[config.mk]
export PLATFORM = sky130hd
export DESIGN_NAME = griffin_sponge_ctrl
export DESIGN_NICKNAME = d
export VERILOG_FILES = /design/src/rtl/griffin_sponge_pkg.sv /design/src/rtl/griffin_modadd.sv /design/src/rtl/griffin_sponge_ctrl.sv
export SDC_FILE = /design/constraint.sdc
export NUM_CORES = 2
export LEC_CHECK = 0
export ABC_CLOCK_PERIOD_IN_PS = 20200
export CAP_MARGIN = 20
export CORE_AREA = 3 3 512 514
export DETAILED_ROUTE_END_ITERATION = 7
export DIE_AREA = 0 0 515 517
export PLACE_DENSITY = 0.6
export SYNTH_ARGS = -nofsm -noshare
export SYNTH_HDL_FRONTEND = slang
export SYNTH_SLANG_ARGS = --single-unit
[constraint.sdc]
create_clock -name clk -period 20.2 [get_ports clk]
set_input_delay 4.04 -clock clk [delete_from_list [all_inputs] [get_ports clk]]
set_output_delay 4.04 -clock clk [all_outputs]
set_load 0.05 [all_outputs]
[src/rtl/griffin_sponge_pkg.sv]
// Shared definitions for the Griffin sponge controller: FSM state encoding,
// default BN254 field constants and a reference modular adder.
package griffin_sponge_pkg;

    localparam int unsigned N_BITS_DEF = 254;
    localparam logic [N_BITS_DEF-1:0] PRIME_DEF =
        254'h30644e72e131a029b85045b68181585d2833e84879b9709143e1f593f0000001;

    typedef enum logic [2:0] {
        IDLE,
        ABSORB,
        PAD,
        PRST,
        LOAD,
        RUN,
        READ,
        OUT
    } sponge_state_t;

    // (a + b) mod PRIME_DEF for operands already reduced below PRIME_DEF
    function automatic logic [N_BITS_DEF-1:0] modadd(
        input logic [N_BITS_DEF-1:0] a,
        input logic [N_BITS_DEF-1:0] b
    );
        logic [N_BITS_DEF:0] s;
        s = {1'b0, a} + {1'b0, b};
        if (s >= {1'b0, PRIME_DEF}) begin
            s = s - {1'b0, PRIME_DEF};
        end
        return s[N_BITS_DEF-1:0];
    endfunction

endpackage

[src/rtl/griffin_modadd.sv]
// Combinational modular adder: sum_c = (a + b) mod PRIME_MODULUS.
// Ports:
//   a, b   in   N_BITS  operands, each < PRIME_MODULUS
//   sum_c  out  N_BITS  reduced sum (combinational)
module griffin_modadd
    import griffin_sponge_pkg::*;
#(
    parameter int unsigned         N_BITS        = N_BITS_DEF,
    parameter logic [N_BITS-1:0]   PRIME_MODULUS = N_BITS'(PRIME_DEF)
) (
    input  logic [N_BITS-1:0] a,
    input  logic [N_BITS-1:0] b,
    output logic [N_BITS-1:0] sum_c
);

    localparam int unsigned SUM_W = N_BITS + 1;

    logic [SUM_W-1:0] s;
    logic [SUM_W-1:0] p_ext;

    // One extra bit keeps the carry so a single conditional subtract reduces
    assign s     = {1'b0, a} + {1'b0, b};
    assign p_ext = {1'b0, PRIME_MODULUS};
    assign sum_c = (s >= p_ext) ? N_BITS'(s - p_ext) : s[N_BITS-1:0];

endmodule

[src/rtl/griffin_sponge_ctrl.sv]
// Sponge-mode controller around the Griffin permutation wrapper. Absorbs a
// stream of field elements into the rate lanes (modular add), pads with a
// single +1, runs the wrapper word-serially per block and emits lane 0 of the
// final state as the digest.
// Optional: GRIFFIN_SPONGE_RANGE_CHECK_EN adds msg_err; out-of-field elements
// are accepted but dropped, and the digest of that message is forced to 0.
// Ports:
//   clk, reset                  clock, synchronous active-high reset
//   msg_data/valid/last/ready   message element stream
//   msg_err                     (optional) pulse on an out-of-field element
//   digest/valid/ready          digest handshake
//   busy                        high outside IDLE
//   perm_rst/wr/in/en/rd        controls toward the permutation wrapper
//   perm_done/out               status and read data from the wrapper
module griffin_sponge_ctrl
    import griffin_sponge_pkg::*;
#(
    parameter int unsigned         N_BITS        = N_BITS_DEF,
    parameter logic [N_BITS-1:0]   PRIME_MODULUS = N_BITS'(PRIME_DEF),
    parameter int unsigned         STATE_SIZE    = 3,
    parameter int unsigned         RATE          = 2,
    parameter logic [N_BITS-1:0]   IV            = '0
) (
    input  logic              clk,
    input  logic              reset,
    input  logic [N_BITS-1:0] msg_data,
    input  logic              msg_valid,
    input  logic              msg_last,
    output logic              msg_ready,
`ifdef GRIFFIN_SPONGE_RANGE_CHECK_EN
    output logic              msg_err,
`endif
    output logic [N_BITS-1:0] digest,
    output logic              digest_valid,
    input  logic              digest_ready,
    output logic              busy,
    output logic              perm_rst,
    output logic              perm_wr,
    output logic [N_BITS-1:0] perm_in,
    output logic              perm_en,
    input  logic              perm_done,
    output logic              perm_rd,
    input  logic [N_BITS-1:0] perm_out
);

    localparam int unsigned LANE_W = (STATE_SIZE > 1) ? $clog2(STATE_SIZE) : 1;
    localparam int unsigned CNT_W  = $clog2(STATE_SIZE + 1);

    sponge_state_t     fsm;
    logic [N_BITS-1:0] lanes [STATE_SIZE];
    logic [LANE_W-1:0] lane_idx;
    logic [LANE_W-1:0] pad_lane;
    logic [CNT_W-1:0]  cnt;
    logic              last_seen;
    logic              pad_owed;

    logic              accept_c;
    logic [LANE_W-1:0] lane_nxt_c;
    logic [LANE_W-1:0] add_lane_c;
    logic [N_BITS-1:0] add_a_c;
    logic [N_BITS-1:0] add_b_c;
    logic [N_BITS-1:0] add_sum_c;
    logic              elem_bad_c;
    logic              digest_zero_c;

    assign accept_c   = msg_valid & msg_ready & ((fsm == IDLE) | (fsm == ABSORB));
    assign lane_nxt_c = lane_idx + LANE_W'(1);

    // Shared adder: PAD adds 1 at pad_lane, otherwise absorb msg_data at lane_idx
    always_comb begin
        add_lane_c = lane_idx;
        add_b_c    = msg_data;
        if (fsm == PAD) begin
            add_lane_c = pad_lane;
            add_b_c    = N_BITS'(1);
        end
    end

    assign add_a_c = lanes[add_lane_c];

    griffin_modadd #(
        .N_BITS        (N_BITS),
        .PRIME_MODULUS (PRIME_MODULUS)
    ) u_modadd (
        .a     (add_a_c),
        .b     (add_b_c),
        .sum_c (add_sum_c)
    );

`ifdef GRIFFIN_SPONGE_RANGE_CHECK_EN
    logic err_sticky;

    assign elem_bad_c    = (msg_data >= PRIME_MODULUS);
    assign digest_zero_c = err_sticky;

    // Error pulse and per-message sticky flag; sticky clears once back in IDLE
    always_ff @(posedge clk) begin
        if (reset) begin
            msg_err    <= 1'b0;
            err_sticky <= 1'b0;
        end else begin
            msg_err <= accept_c & elem_bad_c;
            if (accept_c && elem_bad_c) begin
                err_sticky <= 1'b1;
            end else if (fsm == IDLE) begin
                err_sticky <= 1'b0;
            end
        end
    end
`else
    assign elem_bad_c    = 1'b0;
    assign digest_zero_c = 1'b0;
`endif

    // Sponge FSM with registered outputs set on each transition
    always_ff @(posedge clk) begin
        if (reset) begin
            fsm          <= IDLE;
            for (int unsigned i = 0; i < STATE_SIZE; i++) begin
                lanes[i] <= IV;
            end
            lane_idx     <= '0;
            pad_lane     <= '0;
            cnt          <= '0;
            last_seen    <= 1'b0;
            pad_owed     <= 1'b0;
            msg_ready    <= 1'b0;
            digest       <= '0;
            digest_valid <= 1'b0;
            busy         <= 1'b0;
            perm_rst     <= 1'b1;
            perm_wr      <= 1'b0;
            perm_in      <= '0;
            perm_en      <= 1'b0;
            perm_rd      <= 1'b0;
        end else begin
            case (fsm)
                IDLE, ABSORB: begin
                    msg_ready <= 1'b1;
                    perm_rst  <= 1'b0;
                    if (accept_c) begin
                        busy <= 1'b1;
                        if (!elem_bad_c) begin
                            lanes[lane_idx] <= add_sum_c;
                        end
                        if (msg_last) begin
                            last_seen <= 1'b1;
                            msg_ready <= 1'b0;
                            lane_idx  <= '0;
                            // Pad lands in this block, or needs a block of its own
                            if (lane_nxt_c < LANE_W'(RATE)) begin
                                pad_lane <= lane_nxt_c;
                                fsm      <= PAD;
                            end else begin
                                pad_owed <= 1'b1;
                                perm_rst <= 1'b1;
                                fsm      <= PRST;
                            end
                        end else if (lane_nxt_c == LANE_W'(RATE)) begin
                            msg_ready <= 1'b0;
                            lane_idx  <= '0;
                            perm_rst  <= 1'b1;
                            fsm       <= PRST;
                        end else begin
                            lane_idx <= lane_nxt_c;
                            fsm      <= ABSORB;
                        end
                    end
                end

                PAD: begin
                    lanes[pad_lane] <= add_sum_c;
                    perm_rst        <= 1'b1;
                    fsm             <= PRST;
                end

                PRST: begin
                    perm_rst <= 1'b0;
                    perm_wr  <= 1'b1;
                    perm_in  <= lanes[0];
                    cnt      <= CNT_W'(1);
                    fsm      <= LOAD;
                end

                LOAD: begin
                    if (cnt == CNT_W'(STATE_SIZE)) begin
                        perm_wr <= 1'b0;
                        perm_en <= 1'b1;
                        fsm     <= RUN;
                    end else begin
                        perm_in <= lanes[cnt];
                        cnt     <= cnt + CNT_W'(1);
                    end
                end

                RUN: begin
                    if (perm_done) begin
                        perm_en <= 1'b0;
                        perm_rd <= 1'b1;
                        cnt     <= '0;
                        fsm     <= READ;
                    end
                end

                // perm_out for read i arrives one cycle later, so capture lags by one
                READ: begin
                    if (cnt != '0) begin
                        lanes[cnt - CNT_W'(1)] <= perm_out;
                    end
                    perm_rd <= (cnt < CNT_W'(STATE_SIZE - 1));
                    if (cnt == CNT_W'(STATE_SIZE)) begin
                        if (!last_seen) begin
                            msg_ready <= 1'b1;
                            fsm       <= ABSORB;
                        end else if (pad_owed) begin
                            pad_owed <= 1'b0;
                            pad_lane <= '0;
                            fsm      <= PAD;
                        end else begin
                            digest       <= digest_zero_c ? '0 : lanes[0];
                            digest_valid <= 1'b1;
                            fsm          <= OUT;
                        end
                    end else begin
                        cnt <= cnt + CNT_W'(1);
                    end
                end

                OUT: begin
                    if (digest_ready) begin
                        for (int unsigned i = 0; i < STATE_SIZE; i++) begin
                            lanes[i] <= IV;
                        end
                        digest_valid <= 1'b0;
                        last_seen    <= 1'b0;
                        busy         <= 1'b0;
                        msg_ready    <= 1'b1;
                        fsm          <= IDLE;
                    end
                end

                default: fsm <= IDLE;
            endcase
        end
    end

endmodule
==> results.txt <==
Fmax - 64.4 MHz
Drt total wl - 538 mm
Vias in the first global route - 99127
Worst-margin pin slew - 1.29 ns
GRT Total Usage - 38.7%
Top FF cell, synth - edfxtp_1
Clk sinks - 1544
Crit path arrival time - 16.07 ns
Clock Power Share - 21.5%
RSZ-0062 raised after global routing - no
Post-Synthesis Cells - 12083
VDD IR max - 0.0941 mV
Grt total ovfl - 0
DIE WIDTH - 515 um
Post-synth EDFFs - 1016
CORE AREA - 0.257 mm^2
Switching part of the total - 48.2%
TNS Setup - 0 ns
HPWL reported at the end of detailed placement - 422 mm
Top Metal Used - met5
# fillers - 24641
Post-route DRC violation count - 0
Period utilisation layout - 76.8%
Min cycle time layout - 15.52 ns
Maxcap violations - 0
Initial DRC Count - 13877
Worst-case reg-to-reg path depth - 33
Ys Warns - 0
Status - complete, no violations
Final GP Congestion - 1.02
Number of distinct library cells after synthesis - 112
PD cells - 122 mW/mm^2
Leak - 43.5 nW
Routed Antenna Nets - 0
CP Launch Type - input port
Metal3 WL - 51.0 mm
Cts repair resizes - 0
Slew Viols, Final - 0
Finish-stage setup viols - 0
Avg Synthesized Cell Area - 8.53 um^2
Area grow syn2layout - 18.4%
Final Hold Vio Count - 0
Via count - 104825
Htree depth - 4
Util after Layout - 47.4%
CTS tree - built
Die area - 0.266 mm^2
Sequential power share - 25.9%
Crit-path max cell delay - 0.94 ns
Gate power share - 52.6%
Switch Pwr - 7.18 mW
Yosys reg bits - 1544
I/O pin count - 1029
Largest net degree at the start of global routing - 140
Wl on met1 - 225 mm
Num CTS Buffers - 170
Detailed-route wire length per cell - 33.1 um
Root Buffer Master - clkbuf_16
Top cell by count, worst path - nor2_1
Initial Util - 40.1%
Chip height - 517 um
CP Capture Type - flop
Relative slew margins - 13.4%
Register area share after synthesis - 39.8%
Nets@finish - 13465
Post-Syn Area - 0.103 mm^2
Via/cell ratio - 6.46
Fin Clk Skew - 0.0699 ns
Worst EP required - 20.75 ns
# rows - 186
Hold Path Cell Cnt - 2
Share of cells above drive strength 1 - 7.29%
Asr flop ratio synth - 0%
Met2 wire len - 238 mm
Mapped Nets - 12863
I/O Buffers - 1028
Setup bufs post-CTS - 0
P_int - 7.71 mW
R2r setup slk - 4.77 ns
Clock-pin slew on the worst setup and hold paths - 0.06 ns
Critical path fanouts, max - 11
First-pass iteration count of the detailed router - 6
CP max-delay cell - o31ai_1
Most frequent cells in the layout - 1900 x nor2_1, 1241 x nand2_1, 1224 x a21oi_1
Crit Path Class - in -> reg
First-pass GRT wire length - 749 mm
CTS max path bufs - 3
Commonest non-fill, non-tap cell in the layout - nor2_1
Min-Delay Path Class - reg -> reg
Hold_buf cts - 0
Antenna violations before repair - 33
Latest clock arrival within the worst-skew pair - 0.88 ns
[power by group through the flow]
stage	clock (mW)	sequential, mW	combinational (mW)
finish	3.20	3.86	7.83
global route	3.35	3.87	8.25
CTS	3.22	3.86	7.59
detailed placement	0	3.92	7.55
global placement	0	3.91	7.52
floorplan	0	3.97	4.46
[worst paths after layout]
path / from / end
min reg2reg: digest[21] / digest[21]
max: msg_data[13] / lanes[1][230]
max reg2reg: fsm[1] / lanes[1][230]
min: digest[21] / digest[21]
[stage by stage]
stage	hold slack, ns	cell area (um^2)	setup WS (ns)	cells	power, mW
floorplan	0.446	103000	8.07	12083	8.43
global placement	0.444	116000	4.25	15885	11.4
detailed placement	0.445	116000	4.43	15893	11.5
CTS	0.454	122000	4.66	16213	14.7
global route	0.466	122000	4.39	16226	15.5
finish	0.453	122000	4.68	16228	14.9
[layer usage]
layer | up-vias | GRT usage [%]
li1 | 45558 | -
met5 | - | 0
met2 | 6463 | 59.8
met4 | 16 | 14.5
met1 | 51935 | 54.2
met3 | 853 | 6.53
[final cells by class]
type                       count  area, um^2  area share [%]
clock inverter                80         913           0.748
clock buffer                 240        4850            3.97
antenna                       11        27.5          0.0225
tap                         3384        4230            3.47
inverter                     319        1200           0.981
timing repair buffer        1244       12000            9.83
sequential                  1544       41100            33.6
multi-input combinational   9406       57800            47.3
[kinds of logic after synthesis]
group	synth area share (%)
muxes	6.85
xor gates and xnor gates	3.63
and+or+nand+nor	22.5
buffers and inverters	4.30
AOI/OAI and AO/OA	19.7
adders and majority gates	3.24
DFF	39.8
[Yosys cell counts, types with 71 or more instances]
cell type / count / area [um^2]
buf_2: 84 / 420
o22ai_1: 272 / 1700
dfxtp_1: 528 / 10600
nand2_1: 1246 / 4680
a21oi_1: 1226 / 6140
edfxtp_1: 1016 / 30500
nand4_1: 242 / 1510
nor2_1: 1900 / 7130
mux2i_1: 128 / 1280
nor3_1: 541 / 2710
a21o_1: 137 / 1030
mux4_2: 254 / 5720
nor4_1: 107 / 669
o21ai_1: 93 / 465
and2_1: 317 / 1980
clkbuf_1: 655 / 2460
o21a_1: 71 / 533
or3_1: 87 / 544
xnor2_1: 223 / 1950
o21ai_0: 554 / 2770
xor2_1: 204 / 1790
inv_1: 319 / 1200
a211oi_1: 309 / 2320
ha_1: 265 / 3320
nand3_1: 179 / 896
[flip-flops by register name, indices dropped and copies added (netlist names), 2 cells and up, named ones only]
register / cells
digest: 254
fsm: 3
lanes: 1016
cnt: 2
lane_idx: 2
pad_lane: 2
perm_in: 254
[critical path, delay by kind of cell]
family	cells	cell delay, ns
AOI/OAI and AO/OA	11	5.55
xor gates and xnor gates	2	0.93
adders and majority gates	1	0.54
buffers and inverters	3	0.93
and+or+nand+nor	12	4.02
(Power assumes the default switching activity.)
